<file path="config.mk">
export PLATFORM = sky130hd
export DESIGN_NAME = clock_display_scan
export DESIGN_NICKNAME = d
export VERILOG_FILES = /design/src/rtl/clock_display_scan.sv
export SDC_FILE = /design/constraint.sdc
export NUM_CORES = 1
export LEC_CHECK = 0
export ABC_AREA = 1
export CORE_ASPECT_RATIO = 1.4
export CORE_MARGIN = 1
export CORE_UTILIZATION = 50
export DETAILED_ROUTE_END_ITERATION = 16
export PLACE_DENSITY = 0.7
export REMOVE_ABC_BUFFERS = 1
export SLEW_MARGIN = 20
export SYNTH_ARGS = -nofsm -noshare
export SYNTH_HDL_FRONTEND = slang
export SYNTH_SLANG_ARGS = --single-unit
</file>
<file path="constraint.sdc">
create_clock -name Clk -period 7.7 [get_ports Clk]
set_clock_uncertainty 0.2 [all_clocks]
set_input_delay 0.77 -clock Clk [delete_from_list [all_inputs] [get_ports Clk]]
set_output_delay 0.77 -clock Clk [all_outputs]
set_load 0.05 [all_outputs]
</file>
<file path="src/rtl/clock_display_scan.sv">
// Six-digit multiplexed seven-segment driver for a binary hh:mm:ss source.
// Snapshots the time once per scan frame, formats 12/24-hour, and blinks the colon.
module clock_display_scan #(
   parameter int REFRESH_DIV = 50000,
   parameter int CNT_W       = 16
) (
   input  logic       Clk,
   input  logic       Clr,
   input  logic [5:0] H,
   input  logic [5:0] M,
   input  logic [5:0] S,
   input  logic       Mode12,
   input  logic       En,
   output logic [6:0] Seg,
   output logic [5:0] An,
   output logic       Dp
);

   localparam logic [6:0] SEG_DASH  = 7'b0111111;
   localparam logic [6:0] SEG_BLANK = 7'h7F;

   function automatic logic [6:0] seg7(input logic [3:0] d);
      logic [6:0] p;
      case (d)
         4'd0:    p = 7'b1000000;
         4'd1:    p = 7'b1111001;
         4'd2:    p = 7'b0100100;
         4'd3:    p = 7'b0110000;
         4'd4:    p = 7'b0011001;
         4'd5:    p = 7'b0010010;
         4'd6:    p = 7'b0000010;
         4'd7:    p = 7'b1111000;
         4'd8:    p = 7'b0000000;
         4'd9:    p = 7'b0010000;
         default: p = SEG_BLANK;
      endcase
      return p;
   endfunction

   logic [CNT_W-1:0] r_cnt;
   logic [2:0]       r_idx;
   logic [5:0]       r_h;
   logic [5:0]       r_m;
   logic [5:0]       r_s;
   logic [6:0]       r_seg;
   logic [5:0]       r_an;
   logic             r_dp;

   logic             w_tc;
   logic             w_s_valid;
   logic             w_m_valid;
   logic             w_h_valid;
   logic             w_pm;
   logic [5:0]       w_h12;
   logic [5:0]       w_h_disp;
   logic [5:0]       w_s_tens, w_s_ones;
   logic [5:0]       w_m_tens, w_m_ones;
   logic [5:0]       w_h_tens, w_h_ones;
   logic [6:0]       w_seg_nxt;
   logic             w_dp_nxt;
   logic             w_colon_n;

   assign w_tc      = (r_cnt == CNT_W'(REFRESH_DIV - 1));
   assign w_s_valid = (r_s <= 6'd59);
   assign w_m_valid = (r_m <= 6'd59);
   assign w_h_valid = (r_h <= 6'd23);
   // An out-of-range hour never reports PM.
   assign w_pm      = w_h_valid && (r_h >= 6'd12);
   assign w_h12     = (r_h == 6'd0) ? 6'd12 : ((r_h > 6'd12) ? (r_h - 6'd12) : r_h);
   assign w_h_disp  = (Mode12 && w_h_valid) ? w_h12 : r_h;
   assign w_s_tens  = r_s / 6'd10;
   assign w_s_ones  = r_s % 6'd10;
   assign w_m_tens  = r_m / 6'd10;
   assign w_m_ones  = r_m % 6'd10;
   assign w_h_tens  = w_h_disp / 6'd10;
   assign w_h_ones  = w_h_disp % 6'd10;
   assign w_colon_n = ~(w_s_valid && (r_s[0] == 1'b0));

   // Select segment pattern and decimal point for the digit currently being scanned.
   always_comb begin
      w_seg_nxt = SEG_BLANK;
      w_dp_nxt  = 1'b1;
      case (r_idx)
         3'd0: begin
            w_seg_nxt = w_s_valid ? seg7(w_s_ones[3:0]) : SEG_DASH;
            w_dp_nxt  = ~(Mode12 && w_pm);
         end
         3'd1: w_seg_nxt = w_s_valid ? seg7(w_s_tens[3:0]) : SEG_DASH;
         3'd2: begin
            w_seg_nxt = w_m_valid ? seg7(w_m_ones[3:0]) : SEG_DASH;
            w_dp_nxt  = w_colon_n;
         end
         3'd3: w_seg_nxt = w_m_valid ? seg7(w_m_tens[3:0]) : SEG_DASH;
         3'd4: begin
            w_seg_nxt = w_h_valid ? seg7(w_h_ones[3:0]) : SEG_DASH;
            w_dp_nxt  = w_colon_n;
         end
         3'd5: begin
            if (!w_h_valid) begin
               w_seg_nxt = SEG_DASH;
            end else if (Mode12 && (w_h_tens == 6'd0)) begin
               w_seg_nxt = SEG_BLANK;
            end else begin
               w_seg_nxt = seg7(w_h_tens[3:0]);
            end
         end
         default: begin
            w_seg_nxt = SEG_BLANK;
            w_dp_nxt  = 1'b1;
         end
      endcase
   end

   // Prescaler, digit index, frame snapshot and registered display outputs.
   always_ff @(posedge Clk) begin
      if (Clr) begin
         r_cnt <= '0;
         r_idx <= 3'd0;
         r_h   <= 6'd0;
         r_m   <= 6'd0;
         r_s   <= 6'd0;
         r_seg <= SEG_BLANK;
         r_an  <= 6'h3F;
         r_dp  <= 1'b1;
      end else begin
         if (w_tc) begin
            r_cnt <= '0;
            if (r_idx == 3'd5) begin
               r_idx <= 3'd0;
               r_h   <= H;
               r_m   <= M;
               r_s   <= S;
            end else begin
               r_idx <= r_idx + 3'd1;
            end
         end else begin
            r_cnt <= r_cnt + CNT_W'(1);
         end
         if (En) begin
            r_seg <= w_seg_nxt;
            r_an  <= ~(6'b000001 << r_idx);
            r_dp  <= w_dp_nxt;
         end else begin
            r_seg <= SEG_BLANK;
            r_an  <= 6'h3F;
            r_dp  <= 1'b1;
         end
      end
   end

   assign Seg = r_seg;
   assign An  = r_an;
   assign Dp  = r_dp;

endmodule

</file>
==> results.md <==
- Status: finished, final reports clean
- Fill count: 791
- Switching part of the total power: 0.266
- Clk buf depth: 2
- Worst slew pin tran: 973 ps
- Synth Warn #: 0
- Fin cells: 761
- GRT Total Usage: 0.232
- Most common flop cell mapped by yosys: dfxtp_1
- Leak Pwr: 2.21 nW
- First-pass GRT wire length: 16400 µm
- Final hold vios: 0
- Hold_buf cts: 0
- Initial Util: 0.521
- Yosys top cell by area: dfxtp_1
- Setup violators final: 0
- CP endpoint kind: flop
- Mean post-synth cell area: 6.85 µm²
- CP arrival: 4280 ps
- Placer Congestion: 0.901
- Hold Path Class: flop to flop
- Clock share of power: 0.408
- Final worst path period share: 0.555
- Setup slack after layout: 3420 ps
- Post-synth cell types: 48
- Cells after DPL: 753
- Clock sink total: 51
- Die area: 8920 µm²
- Final min period: 4280 ps
- Drt first pass iters: 5
- Row count: 39
- Max incr delay on CP: 560 ps
- Flop pwr share: 0.470
- Busiest layer in global routing: met2
- Num ports: 36
- Grt met2 use: 0.446
- Largest cells by area after synthesis: dfxtp_1 (24%), ha_1 (13%), nand2_1 (12%)
- CP Launch Type: input port
- Psw: 0.152 mW
- Drt total wl: 9690 µm
- # DRC: 0
- Internal power: 0.419 mW
- Via count: 3976
- Dpl ws: 3140 ps
- Area grow syn2layout: 14.1%
- Worst R2R Setup Slack: 3630 ps
- CP Data Required Time: 7700 ps
- Synth async-reset ratio: 0
- Post-route setup TNS: 0 ps
- Synth top area share: 0.239
- Total of max-cap violations: 0
- Slowest CP cell: clkdlybuf4s50_1
- CTS tree: done
- Critical path class: input port to flop
- Rel. slew slack: 0.347
- Post-DP HPWL: 7780 µm
- Pwr dens: 117 nW/µm²
- Total CTS buffers: 5
- N_diodes: 0
- Starting DRT DRC Count: 149
- DIE HEIGHT: 111 µm
- RSZ-0062 raised after global routing: false
- Die W: 80.1 µm
- Met1 GRT Util: 0.236
- Initial antenna violation count: 0
- Post-DRT Antenna Nets: 0
- Peak Freq: 0.234 GHz
- Post-CTS Setup Inserts: 0
- M3 GR Usage: 0.0369
- Synthesized netlist cell count: 623
- CP dominant cell by count: nand2_1
- Post-synthesis sequential area ratio: 0.239
- WL per Instance: 12.7 µm
- Final layout net count: 724
- Maximum net fanout on the critical path: 9
- Post-synth EDFFs: 0
- Max-slew violation count: 0
- Flops & latches, synth: 51
- Core area: 8200 µm²
- Vias in the first global route: 3847
- Synth top cells by count: nand2_1 (133), inv_1 (76), dfxtp_1 (51)
- Cell with the most instances after synthesis: nand2_1
- Worst-skew pair later-pin latency: 300 ps
- Largest net degree at the start of global routing: 31
- Max IR drop VDD: 0.101 mV
- Port Buffer Count: 35
- GRT overflow: 0
- DR vias/cell: 5.22
- Logic pwr share: 0.122
- Cell area after synthesis: 4270 µm²
- CTS resizes: 0
- Layout cells sized above 1: 0.131
- H-tree depth: 2
- CTS clk-pin slew, worst paths: 70 ps
- Root buffer cell: clkbuf_16
-- worst max-delay path, delay by kind of cell --
family | cells | cell delay [ps]
adder cells (fa/ha/maj) | 2 | 370
buffers and inverters | 4 | 870
AND/OR/NAND/NOR | 21 | 2250
-- final timing paths --
check | to | depth (start not counted) | start
min reg2reg | r_cnt[0]$_SDFF_PP0_ | 1 | r_cnt[0]$_SDFF_PP0_
max reg2reg | Seg[5]$_SDFF_PP1_ | 30 | r_h[3]$_SDFFE_PP0P_
max | Seg[5]$_SDFF_PP1_ | 27 | Mode12
min | r_cnt[0]$_SDFF_PP0_ | 1 | r_cnt[0]$_SDFF_PP0_
-- flip-flops by register name, indices dropped and copies added (netlist names) --
| signal | cells |
|---|---|
| r_idx | 3 |
| r_m | 6 |
| An | 6 |
| Seg | 7 |
| Dp | 1 |
| r_s | 6 |
| r_h | 6 |
| r_cnt | 16 |
-- power groups by stage --
stage,Sequential [mW],Clock [mW],Combinational (mW)
floorplan,0.281,0,0.0397
global placement,0.275,0,0.0689
detailed placement,0.275,0,0.0699
CTS,0.268,0.239,0.0702
global route,0.269,0.248,0.0774
finish,0.268,0.233,0.0696
-- cell usage in the layout (no fill, tap or decap), drive strengths merged, types with 2 or more instances in the layout --
cell type	Yosys	final
nand2	160	160
inv	96	98
nor2	59	59
o21ai	53	53
nand3	52	52
dfxtp	51	51
a21oi	47	47
ha	44	44
clkdlybuf4s50	0	35
nor3	9	9
o211ai	6	6
xor2	6	6
clkbuf	8	5
clkinv	4	5
or2	5	5
nand4	3	3
nor4	2	2
o21a	2	2
a311oi	2	2
nand3b	2	2
o22ai	2	2
-- per-layer routing --
metal / share of wire / routed length, µm / up-vias
met2: 0.54 / 5260 / 84
met4: 0.038 / 366 / 0
met3: 0.030 / 290 / 25
met5: 0 / 0 / -
li1: - / - / 2076
met1: 0.39 / 3770 / 1791
-- stage by stage --
step                       util  instance area [µm²]  total power, mW  hold WS, ps
after global placement    0.576                 4720            0.343          227
after CTS                 0.594                 4870            0.577          250
final                     0.594                 4870            0.571          246
after global routing      0.594                 4870            0.594          284
after detailed placement  0.576                 4720            0.345          240
after floorplan               -                 4240            0.321          218
-- kinds of logic (layout without fill, tap and decap cells) --
logic type,Yosys count,after routing,synth area share
AOI/OAI and AO/OA,118,118,0.162
xor gates and xnor gates,7,7,0.0179
adders and majority gates,44,44,0.129
buffers and inverters,108,144,0.0950
DFF,51,51,0.239
and+or+nand+nor,295,295,0.357
-- area by class of cell --
cell class	instances	area, µm²	area share
tap	102	128	0.0262
timing repair buffer	36	358	0.0734
sequential	51	1020	0.210
multi-input combinational	464	2840	0.583
clock buffer	5	125	0.0257
clock inverter	3	22.5	0.00462
inverter	100	375	0.0770
(Power assumes the default switching activity.)
